--- src/rtl/disparity_scan_ctrl_if.sv ---
// Control/result bus between the disparity scan sequencer and the correlation calc unit.
// The sequencer owns the strobes and candidate offset; the calc unit returns score and tag.
interface disparity_scan_ctrl_if;
  logic [7:0]  startplace;
  logic        startsig;
  logic        work;
  logic        valid;
  logic        finalstart;
  logic        change;
  logic [17:0] result;
  logic [7:0]  place;

  modport master (
    output startplace, startsig, work, valid, finalstart, change,
    input  result, place
  );

  modport slave (
    input  startplace, startsig, work, valid, finalstart, change,
    output result, place
  );
endinterface

--- src/rtl/disparity_scan_ctrl.sv ---
// Disparity scan sequencer: steps the calc unit through N_DISP candidate offsets,
// meters WIN_LEN pixel pairs per window and tracks the best-scoring offset.
module disparity_scan_ctrl #(
  parameter int WIN_LEN = 16,
  parameter int N_DISP  = 32,
  parameter int LAT     = 3
) (
  input  logic                         clk,
  input  logic                         rst,
  input  logic                         go,
  input  logic [7:0]                   base_place,
  input  logic                         pix_valid,
  output logic                         pix_ready,
  disparity_scan_ctrl_if.master        calc,
  output logic                         busy,
  output logic                         done,
  output logic [17:0]                  best_result,
  output logic [7:0]                   best_place,
  output logic                         tag_err
);

  localparam int CNT_W  = $clog2(WIN_LEN + 1);
  localparam int WCNT_W = (LAT > 1) ? $clog2(LAT + 1) : 1;

  localparam logic [CNT_W-1:0]  CNT_LAST  = CNT_W'(WIN_LEN - 1);
  localparam logic [WCNT_W-1:0] WCNT_LAST = WCNT_W'(LAT - 1);
  localparam logic [7:0]        IDX_LAST  = 8'(N_DISP - 1);

  typedef enum logic [2:0] {
    S_IDLE,
    S_LOAD,
    S_ACCUM,
    S_FINAL,
    S_WAIT,
    S_COMPARE,
    S_DONE
  } state_t;

  state_t            state;
  state_t            state_next;
  logic [CNT_W-1:0]  cnt;
  logic [WCNT_W-1:0] wcnt;
  logic [7:0]        idx;
  logic [7:0]        startplace_q;
  logic              first;
  logic              take_result;

  // A candidate wins only on a strictly larger score, so ties keep the earliest offset.
  assign take_result = first || (calc.result > best_result);

  always_ff @(posedge clk) begin
    if (rst) begin
      state <= S_IDLE;
    end else begin
      state <= state_next;
    end
  end

  always_comb begin
    state_next        = state;
    calc.startsig     = 1'b0;
    calc.work         = 1'b0;
    calc.valid        = 1'b0;
    calc.finalstart   = 1'b0;
    calc.change       = 1'b0;
    done              = 1'b0;
    case (state)
      S_IDLE: begin
        if (go) begin
          state_next = S_LOAD;
        end
      end
      S_LOAD: begin
        calc.startsig = 1'b1;
        state_next    = S_ACCUM;
      end
      S_ACCUM: begin
        calc.work = 1'b1;
        if (pix_valid) begin
          calc.valid = 1'b1;
          if (cnt == CNT_LAST) begin
            state_next = S_FINAL;
          end
        end
      end
      S_FINAL: begin
        calc.finalstart = 1'b1;
        state_next      = S_WAIT;
      end
      S_WAIT: begin
        if (wcnt == WCNT_LAST) begin
          state_next = S_COMPARE;
        end
      end
      S_COMPARE: begin
        if (idx != IDX_LAST) begin
          calc.change = 1'b1;
          state_next  = S_LOAD;
        end else begin
          state_next = S_DONE;
        end
      end
      S_DONE: begin
        done       = 1'b1;
        state_next = S_IDLE;
      end
      default: begin
        state_next = S_IDLE;
      end
    endcase
  end

  assign pix_ready       = calc.valid;
  assign busy            = (state != S_IDLE);
  assign calc.startplace = startplace_q;

  // startplace advances by one per candidate, which equals base_place + idx modulo 256.
  always_ff @(posedge clk) begin
    if (rst) begin
      cnt          <= '0;
      wcnt         <= '0;
      idx          <= '0;
      startplace_q <= '0;
      first        <= 1'b0;
      best_result  <= '0;
      best_place   <= '0;
      tag_err      <= 1'b0;
    end else begin
      case (state)
        S_IDLE: begin
          if (go) begin
            startplace_q <= base_place;
            idx          <= '0;
            first        <= 1'b1;
            best_result  <= '0;
            best_place   <= '0;
            tag_err      <= 1'b0;
          end
        end
        S_LOAD: begin
          cnt <= '0;
        end
        S_ACCUM: begin
          if (pix_valid) begin
            cnt <= cnt + 1'b1;
          end
        end
        S_FINAL: begin
          wcnt <= '0;
        end
        S_WAIT: begin
          wcnt <= wcnt + 1'b1;
        end
        S_COMPARE: begin
          if (take_result) begin
            best_result <= calc.result;
            best_place  <= startplace_q;
          end
          first <= 1'b0;
          if (calc.place != startplace_q) begin
            tag_err <= 1'b1;
          end
          if (idx != IDX_LAST) begin
            idx          <= idx + 1'b1;
            startplace_q <= startplace_q + 1'b1;
          end
        end
        default: begin
        end
      endcase
    end
  end

endmodule

--- src/flat_wrapper.sv ---
// flat-port wrapper written by rule: the top's interface ports become plain ports
module disparity_scan_ctrl_flat 
#(
  parameter int WIN_LEN = 16,
  parameter int N_DISP  = 32,
  parameter int LAT     = 3
)
  (clk, rst, go, base_place, pix_valid, pix_ready, busy, done, best_result, best_place, tag_err, calc_startplace, calc_startsig, calc_work, calc_valid, calc_finalstart, calc_change, calc_result, calc_place);
  disparity_scan_ctrl_if calc_i ();
  input  logic clk;
  input  logic rst;
  input  logic go;
  input  logic [7:0] base_place;
  input  logic pix_valid;
  output logic pix_ready;
  output logic busy;
  output logic done;
  output logic [17:0] best_result;
  output logic [7:0] best_place;
  output logic tag_err;
  output wire logic [$bits(calc_i.startplace)-1:0] calc_startplace;
  output wire logic [$bits(calc_i.startsig)-1:0] calc_startsig;
  output wire logic [$bits(calc_i.work)-1:0] calc_work;
  output wire logic [$bits(calc_i.valid)-1:0] calc_valid;
  output wire logic [$bits(calc_i.finalstart)-1:0] calc_finalstart;
  output wire logic [$bits(calc_i.change)-1:0] calc_change;
  input wire logic [$bits(calc_i.result)-1:0] calc_result;
  input wire logic [$bits(calc_i.place)-1:0] calc_place;
  assign calc_startplace = calc_i.startplace;
  assign calc_startsig = calc_i.startsig;
  assign calc_work = calc_i.work;
  assign calc_valid = calc_i.valid;
  assign calc_finalstart = calc_i.finalstart;
  assign calc_change = calc_i.change;
  assign calc_i.result = calc_result;
  assign calc_i.place = calc_place;
  disparity_scan_ctrl #(.WIN_LEN(WIN_LEN), .N_DISP(N_DISP), .LAT(LAT)) u_core (.clk(clk), .rst(rst), .go(go), .base_place(base_place), .pix_valid(pix_valid), .pix_ready(pix_ready), .calc(calc_i), .busy(busy), .done(done), .best_result(best_result), .best_place(best_place), .tag_err(tag_err));
endmodule
--- config.mk ---
export PLATFORM = sky130hd
export DESIGN_NAME = disparity_scan_ctrl_flat
export DESIGN_NICKNAME = d
export VERILOG_FILES = /design/src/rtl/disparity_scan_ctrl_if.sv /design/src/rtl/disparity_scan_ctrl.sv /design/src/flat_wrapper.sv
export SDC_FILE = /design/constraint.sdc
export NUM_CORES = 1
export LEC_CHECK = 0
export CAP_MARGIN = 0
export CORE_UTILIZATION = 40
export CTS_CLUSTER_SIZE = 28
export DETAILED_ROUTE_END_ITERATION = 10
export GPL_TIMING_DRIVEN = 0
export PLACE_DENSITY = 0.8
export SYNTH_ARGS = -nofsm -noshare
export SYNTH_HDL_FRONTEND = slang
export SYNTH_SLANG_ARGS = --single-unit
--- constraint.sdc ---
create_clock -name clk -period 1.9 [get_ports clk]
set_clock_uncertainty 0.05 [all_clocks]
set_input_delay 0.19 -clock clk [delete_from_list [all_inputs] [get_ports clk]]
set_output_delay 0.19 -clock clk [all_outputs]
set_load 0.05 [all_outputs]
---- Yosys cells after proc, flatten, opt, wreduce, memory -nomap -nowiden ----
Cells that the tools add are included.
word-level totals
  register bits after elaboration ......... 54
operators by class
  add/subtract/negate cells ............... 4
  $lt $le $gt $ge ......................... 1
  eq/ne operators ......................... 17
  multiplexer cells ....................... 33
  reductions and logical operators ........ 12
operators with widths
  cell                                                  count
  case mux 8 bit (2 select lines)                       3
  2-to-1 mux 8 bit                                      5
  2-to-1 mux 18 bit                                     2
  case mux 18 bit (2 select lines)                      1
  greater-than comparator 18 bit                        1
  case mux 3 bit (6 select lines)                       1
  adder 8 x 1 -> 8 bit (second input constant)          2
  2-to-1 mux 3 bit                                      5
  2-to-1 mux 1 bit                                      11
  != test 2 x 1 -> 1 bit (second input constant)        5
  case mux 5 bit (2 select lines)                       1
  equality test 3 bit (second input constant)           3
  AND reduction 3 bit                                   3
  != test 8 x 5 -> 1 bit (second input constant)        1
  != test 8 bit                                         1
  equality test 3 x 2 -> 1 bit (second input constant)  2
  nonzero test 2 bit                                    3
  adder 5 x 1 -> 5 bit (second input constant)          1
  equality test 5 x 4 -> 1 bit (second input constant)  1
  2-to-1 mux 5 bit                                      1
  != test 2 bit (second input constant)                 2
  case mux 1 bit (2 select lines)                       2
  case mux 2 bit (2 select lines)                       1
  AND reduction 2 bit                                   2
  7 further kinds                                       7

---- Longest topological paths before layout ----
Gate-level depths: netlist (run 1).
  word-level depth ........................ 4
  gate-level depth with buffers ........... 10

---- Least setup slack after synthesis (run 1) ----
Ideal clock, no wire load.
  kind .................................... reg-to-reg
  start ................................... register u_core.state[0]
  end ..................................... register u_core.cnt[3]
  library setup time ...................... 78 ps
  arrival time ............................ 2,920 ps
  required time ........................... 1,772 ps
  path slack .............................. -1,148 ps
  cell stages (with the launch flop) ...... 8
  path buffers ............................ 1
  path through ............................ dfxtp_1 buf_1 nor3b_1 nand2_1 inv_1 nand4_1 xor2_1 nor3_1
on the way
  cells in the longest elaborated chain, start to end .. 3
  elaborated cells between the ends (all ways) .. 6
RTL lines
  element                                                                              RTL line                    source
  from (decl)                                                                          disparity_scan_ctrl.sv:39   state_t state;
  from (signal assigned)                                                               disparity_scan_ctrl.sv:55   state <= state_next;
  equality test 3 x 2 -> 1 bit / equality test 3 x 1 -> 1 bit (equally long branches)  disparity_scan_ctrl.sv:129  case (state)
  != test 2 bit (no line) / nonzero test 2 bit (equally long branches)                 -
  AND reduction 2 bit (no line)                                                        -
  to (signal assigned)                                                                 disparity_scan_ctrl.sv:145  cnt <= cnt + 1'b1;
  to (decl)                                                                            disparity_scan_ctrl.sv:41   logic [CNT_W-1:0] cnt;
Parallel ways exist; a longest one is shown, timed or not.
A chain may end at the register's enable or synchronous reset.

---- Worst setup path in the final report (run 1) ----
  start ................................... input calc_result[17]
  end ..................................... register u_core.best_result[17]
on the way
  cells in the longest elaborated chain, start to end .. 4
  elaborated cells between the ends (all ways) .. 6
RTL lines
  element                           RTL line                    source
  from (decl)                       flat_wrapper.sv:27          input wire logic [$bits(calc_i.result)-1:0] calc_result;
  greater-than comparator 18 bit    disparity_scan_ctrl.sv:49   assign take_result = first || (calc.result > best_result);
  logical OR 1 bit                  disparity_scan_ctrl.sv:49
  != test 2 x 1 -> 1 bit (no line)  -
  AND reduction 3 bit (no line)     -
  to (signal assigned)              disparity_scan_ctrl.sv:156  best_result <= calc.result;
  to (decl)                         disparity_scan_ctrl.sv:17   output logic [17:0] best_result,
Parallel ways exist; a longest one is shown, timed or not. The select of a mux whose other input is x is not followed.

==> summary.txt, run 1 <==
Outcome
  • Status: finished with violations
  • Failing checks: setup timing

Logic synthesis
  • Flops & latches, synth: 54
  • Post-synth ARST share: 0%
  • Top cells by area, synth: dfxtp_1 (37%), ha_1 (9.9%), a32o_1 (9.0%), a21oi_1 (5.2%), nor2_1 (4.1%)
  • Syn Area/Cell: 8.92 sq um
  • Mapped Cells: 326
  • Post-synth top area cell: dfxtp_1
  • Post-synth EDFFs: 0
  • Synth top area share: 37.2%
  • Post-synthesis sequential area ratio: a little under two fifths
  • Post-synthesis cell area: 2910 sq um
  • Cell variety after synth: 52
  • Total number of yosys warnings: 0
  • Syn Nets: 387
  • Top FF cell, synth: dfxtp_1

Global routing
  • Largest net degree at the start of global routing: 17
  • Vias in the first global route: 2773
  • Number of antenna violations at the first check in global routing: 0
  • First-pass GRT wire length: 12.4 mm
  • Gr ovfl total: 0
  • All-Layer GR Usage: 20.4%

Die
  • Initial core utilization: 42.1%
  • Die W: 87.3 um
  • Die height: 87.3 um
  • Io pins: 81
  • Rows: 30
  • Core area: roughly 6900 sq um
  • Die ar.: 7610 sq um

STA
  • Max-slew headroom: 64.5%
  • Minimum clock period: 2180 ps
  • Final worst setup slack: -282 ps
  • Unrepaired setup endpoints after global routing: yes
  • Tcrit/Tclk final: 115%
  • Max Fclk: 0.458 GHz
  • Final setup fails: 29
  • Slew Limit Fails: 0
  • Hold Fails Final Rpt: 0
  • Actual slew at the worst max-slew pin: 530 ps
  • Hold Worst Slack: around 300 ps

Drt
  • Total Wirelength: 8.10 mm
  • Detailed Routing Iterations Pass 1: 4
  • WL/cell: 15.1 um
  • Drt initial violations: ~120
  • Post-DRT Antenna Nets: 0
  • Detailed-route DRC error count: 0
  • Vias: around 2900
  • Detail-routed via count per cell: 5.45

Clocking
  • CTS buffer count: 5
  • CTS root buffer: clkbuf_8
  • Clk sink count: 54
  • CTS max path bufs: 2
  • TritonCTS clock tree: done
  • Worst-path clk slew: roughly 100 ps
  • CTS H-tree depth: 2
  • Cts hold-fix bufs: 0
  • Worst skew pair latency: ~300 ps

Cells and area
  • Final Cell Area: around 4500 sq um
  • Area growth from synthesis to layout: 56.2%
  • N_diodes: 0
  • Final design utilization: 65.8%
  • Fin cells: 535
  • Fill cell count: 574
  • Layout cell share with drive strength beyond 1: 30.3%
  • Fin nets: 499

Place
  • Port bufs: 80
  • Dpl cell area: 4090 sq um
  • GPL Wtd Cong: 0.813
  • Post-placement setup slack: -684 ps
  • Cell total after placement: 502
  • Post-DP HPWL: 5.59 mm

Power and ir drop
  • Pleak: 1.79 nW
  • VDD IR max: 0.716 mV
  • Power Dens Cells: 728 nW/um^2

Setup path
  • CP most frequent cell: nand4_1
  • Endpoint type of the worst setup path: register
  • CP arrival: 2330 ps
  • Crit path launch type: input port
  • Kind of critical path: input port to register
  • Crit-path cells: clkdlybuf4s50_1 > ha_4 > nand4_1 > nor3_2 > nand4_1 > o21a_1 > buf_6 > buf_8 > a32o_1
  • Max FO, Critical Path: 10
  • Critical path's slowest cell: clkdlybuf4s50_1
  • Worst R2R Setup Slack: -260 ps
  • Worst EP required: 2050 ps
  • Max incr delay on CP: roughly 510 ps

Hold path
  • Min-Delay Path Class: input port to register

Run
  • MaxCap Viol Count: 0
## report_power, final
group | internal (mW) | switching (mW) | total, mW
clock network | 0.294 | 0.373 | 0.667
logic | 0.549 | 0.811 | 1.36
registers | 1.18 | 0.105 | 1.28
total | 2.02 | 1.29 | 3.31
## per-layer routing
| metal | vias to the layer above | routed length (um) | track usage [%] |
|---|---|---|---|
| li1 | 1413 | - | - |
| met3 | 11 | 487 | 3.60 |
| met2 | 101 | 4260 | 38.8 |
| met5 | - | 0 | 0 |
| met4 | 0 | 83 | 3.73 |
| met1 | 1393 | 3280 | 24.0 |
## worst paths after layout
kind | start | end | cells past startpoint
worst min-delay path | calc_result[13] | u_core.best_result[13] | 2
worst max-delay path | calc_result[17] | u_core.best_result[17] | 9
worst min register to register | u_core.best_place[4] | u_core.best_place[4] | 1
worst max register to register | u_core.best_result[11] | u_core.best_result[17] | 9
## per-stage QoR
stage / power (mW) / TNS (ps)
floorplan: 2.11 / -4410
global placement: 2.48 / -16560
detailed placement: 2.50 / -18030
CTS: 3.19 / -6510
global route: 3.47 / -9270
finish: 3.31 / -6990
## placed cells by master, fill, tap and decap left out, drive strengths merged, types with 8 or more instances in the layout
cell	Yosys	final
clkbuf	6	15
nand2	18	18
clkdlybuf4s50	0	64
a32o	26	26
o21ai	11	11
dfxtp	54	54
buf	13	40
a21oi	31	31
ha	23	23
nor2	32	32
xor2	13	13
nand4	8	8
inv	25	24
## worst max-delay path, delay by kind of cell
family	cells	cell delay (ps)
buffers and inverters	3	770
and+or+nand+nor	3	580
AOI/OAI and AO/OA	2	480
adders and majority gates	1	320
## Yosys cell counts, types with 3 or more instances
master	number
nor3b_1	4
a32o_1	26
nor4_1	3
nand2b_1	3
o21ai_0	8
and3_1	6
nand4_1	8
buf_2	7
inv_1	23
xor2_1	13
nand3_1	7
o21ai_1	3
nor3_1	4
a21oi_1	30
nand2_1	17
nor2_1	32
or3_1	3
ha_1	23
buf_6	3
dfxtp_1	54
a31oi_1	4
clkbuf_1	6
xnor2_1	3
## state kept, by name (all words and copies together), names as in the netlist
| register | cells |
|---|---|
| u_core.tag_err | 1 |
| u_core.idx | 8 |
| u_core.state | 3 |
| u_core.first | 1 |
| u_core.best_result | 18 |
| u_core.calc.startplace | 8 |
| u_core.wcnt | 2 |
| u_core.best_place | 8 |
| u_core.cnt | 5 |
## area by class of cell
class / instances / area, sq um / area share (%)
Multi-Input combinational cell: 228 / 1900 / 41.9
Buffer: 19 / 183 / 4.02
Tap cell: 96 / 120 / 2.64
Sequential cell: 54 / 1150 / 25.4
Inverter: 25 / 100 / 2.20
Timing Repair Buffer: 105 / 988 / 21.8
Clock inverter: 2 / 12.5 / 0.275
Clock buffer: 6 / 82.6 / 1.82
## repair_timing
action,4_1_cts,5_1_grt
resized for setup,38,48
pin swaps,9,11
endpoints found under the hold margin,0,0
cloned,0,2
endpoints found under the setup margin,50,46
buffers inserted,15,8
## logic make-up after synthesis
group,after synthesis,share of synthesized area [%]
buffers and inverters,44,7.01
and+or+nand+nor,103,19.1
DFF,54,37.2
xor gates and xnor gates,16,4.82
muxes,2,0.688
AOI/OAI and AO/OA,84,21.3
adders and majority gates,23,9.90
No activity file was read; power rests on OpenSTA's default activity.
==> inputs of run 2 (changes only) <==
--- a/config.mk
+++ b/config.mk
@@ -11,3 +11,3 @@
 export DETAILED_ROUTE_END_ITERATION = 10
-export GPL_TIMING_DRIVEN = 0
+export GPL_TIMING_DRIVEN = 1
 export PLACE_DENSITY = 0.8
--- a/constraint.sdc
+++ b/constraint.sdc
@@ -4,2 +4,2 @@
 set_output_delay 0.19 -clock clk [all_outputs]
-set_load 0.05 [all_outputs]
+set_load 0.1 [all_outputs]
==> summary.txt, run 2 (same netlist as run 1, synthesis figures left out) <==
Outcome
  • Status: finished with violations (unchanged)
  • Failing checks: setup timing (unchanged)

Cells and area
  • Final Cell Area: 4650 sq um (was 4540 sq um)
  • Area growth from synthesis to layout: 60.0% (was 56.2%)
  • Layout cell share with drive strength beyond 1: 42.9% (was 30.3%)
  • Reg with most FFs: u_core.best_result (unchanged)
  • N_diodes: 0 (unchanged)
  • Final design utilization: 67.4% (was 65.8%)
  • Fin nets: 510 (was 499)
  • Fill cell count: 568 (was 574)
  • Commonest non-fill, non-tap cells in the layout: buf_4 (79), clkdlybuf4s50_1 (34), nor2_1 (29) (was clkdlybuf4s50_1 (64), dfxtp_1 (29), nor2_1 (28))
  • Commonest non-fill, non-tap cell in the layout: buf_4 (was clkdlybuf4s50_1)
  • Max FFs per register: 18 (unchanged)

Setup path
  • Buf/Inv on CP: 3 (unchanged)
  • Crit path launch type: register (was input port)
  • Worst R2R Setup Slack: -210 ps (was -260 ps)
  • CP arrival: 2320 ps (was 2330 ps)
  • Kind of critical path: register to register (was input port to register)
  • Max incr delay on CP: 370 ps (was 510 ps)
  • Endpoint type of the worst setup path: register (unchanged)
  • Crit-path cells: inv_2 > ha_4 > nand4_1 > nor3_2 > nand4_1 > o21ba_4 > o32ai_4 > buf_6 > buf_6 > a32o_1 (was clkdlybuf4s50_1 > ha_4 > nand4_1 > nor3_2 > nand4_1 > o21a_1 > buf_6 > buf_8 > a32o_1)
  • CP top delay family: simple AND/OR/NAND/NOR gates (was buffers and inverters)
  • Worst EP required: 2110 ps (was 2050 ps)
  • Critical path's slowest cell: dfxtp_4 (was clkdlybuf4s50_1)
  • Max FO, Critical Path: 6 (was 10)

STA
  • Final worst setup slack: -208 ps (was -282 ps)
  • Max-slew headroom: 74.2% (was 64.5%)
  • Slew Limit Fails: 0 (unchanged)
  • Final setup fails: 26 (was 29)
  • Minimum clock period: 2110 ps (was 2180 ps)
  • Setup TNS: -4780 ps (was -6990 ps)
  • Max Fclk: 0.474 GHz (was 0.458 GHz)
  • Actual slew at the worst max-slew pin: 385 ps (was 530 ps)
  • Unrepaired setup endpoints after global routing: yes (unchanged)
  • Hold Fails Final Rpt: 0 (unchanged)
  • Tcrit/Tclk final: 111% (was 115%)

Clocking
  • Cts hold-fix bufs: 0 (unchanged)
  • CTS root buffer: clkbuf_8 (unchanged)
  • TritonCTS clock tree: done (unchanged)
  • Worst skew pair latency: 320 ps (was 300 ps)
  • CTS buffer count: 5 (unchanged)
  • Clk sink count: 54 (unchanged)
  • Worst-path clk slew: 110 ps (was 100 ps)
  • CTS H-tree depth: 2 (unchanged)
  • CTS max path bufs: 2 (unchanged)

Power and ir drop
  • Power Dens Cells: 799 nW/um^2 (was 728 nW/um^2)
  • VDD IR max: 1.24 mV (was 0.716 mV)
  • Pleak: 1.88 nW (was 1.79 nW)

Run
  • MaxCap Viol Count: 0 (unchanged)

Drt
  • Met1 wire length: 3.36 mm (was 3.28 mm)
  • Met2 wire len: 4.02 mm (was 4.26 mm)
  • Detailed Routing Iterations Pass 1: 4 (unchanged)
  • Total Wirelength: 8.00 mm (was 8.10 mm)
  • Drt initial violations: 122 (was 123)
  • Detailed-route DRC error count: 0 (unchanged)
  • Detail-routed via count per cell: 5.36 (was 5.45)
  • WL/cell: 14.7 um (was 15.1 um)
  • Vias: 2925 (was 2918)
  • Routed met3 length: 499 um (was 487 um)
  • Post-DRT Antenna Nets: 0 (unchanged)
  • Highest metal used: met4 (unchanged)

Global routing
  • All-Layer GR Usage: 21.3% (was 20.4%)
  • First-pass GRT wire length: 12.8 mm (was 12.4 mm)
  • Largest net degree at the start of global routing: 27 (was 17)
  • Vias in the first global route: 2820 (was 2773)
  • Number of antenna violations at the first check in global routing: 0 (unchanged)
  • Gr ovfl total: 0 (unchanged)

Place
  • GPL Wtd Cong: 0.842 (was 0.813)
  • Post-DP HPWL: 5.79 mm (was 5.59 mm)
  • Port bufs: 80 (unchanged)
  • Dpl cell area: 4290 sq um (was 4090 sq um)

Die
  • Rows: 30 (unchanged)
  • Die ar.: 7610 sq um (unchanged)
  • Die W: 87.3 um (unchanged)
  • Initial core utilization: 42.1% (unchanged)
  • Io pins: 81 (unchanged)
  • Die height: 87.3 um (unchanged)
  • Core area: 6910 sq um (unchanged)

Hold path
  • Min-Delay Path Class: input port to register (unchanged)
[run 2: cell count changes in the layout (fill, tap and decap cells not counted), moves of 4 or more]
| cell | delta |
|---|---|
| buf_4 | +57 |
| clkdlybuf4s50_1 | -30 |
| buf_12 | +11 |
| buf_6 | -6 |
| clkbuf_1 | -4 |
| dlygate4sd2_1 | -4 |
| nor2_4 | -4 |
[run 2: timing repair]
item | 4_1_cts | 5_1_grt
hold endpoints to repair | 0 | 0
pin swaps | 3 | 23
buffers inserted | 2 | 6
setup endpoints to repair | 27 | 40
gates resized for setup | 25 | 17
gates cloned | 1 | 1
[run 2: per-layer routing]
layer  GRT usage, %  vias up
met2           38.1       86
met1           25.2     1385
met5              0        -
met4           6.41        0
met3           4.93       13
li1               -     1441
[run 2: power by group]
part / switching [mW] / internal (mW)
Combinational: 1.06 / 0.674
Sequential: 0.114 / 1.18
Clock: 0.421 / 0.267
Total: 1.59 / 2.12
[run 2: cell type report]
class / instances / area (sq um) / area share, %
Clock buffer: 5 / 68.8 / 1.48
Clock inverter: 3 / 25.0 / 0.538
Inverter: 25 / 103 / 2.21
Multi-Input combinational cell: 228 / 1900 / 40.8
Sequential cell: 54 / 1160 / 25.0
Tap cell: 96 / 120 / 2.58
Timing Repair Buffer: 135 / 1270 / 27.4
[run 2: path summary, 6_finish.rpt]
kind | start | endpoint | cells past startpoint
setup / recovery | u_core.best_result[10] | u_core.best_result[5] | 10
hold / removal | calc_result[2] | u_core.best_result[2] | 2
setup reg to reg | u_core.best_result[10] | u_core.best_result[5] | 10
hold reg to reg | u_core.state[0] | u_core.state[0] | 1
[run 2: through the flow]
stage | setup slack, ps | std cells | hold WS, ps | power (mW)
global placement | -497 | 528 | 404 | 2.88
floorplan | -648 | 326 | 219 | 2.39
CTS | -178 | 539 | 296 | 3.64
global route | -361 | 546 | 290 | 3.90
detailed placement | -535 | 528 | 416 | 2.90
finish | -208 | 546 | 295 | 3.72
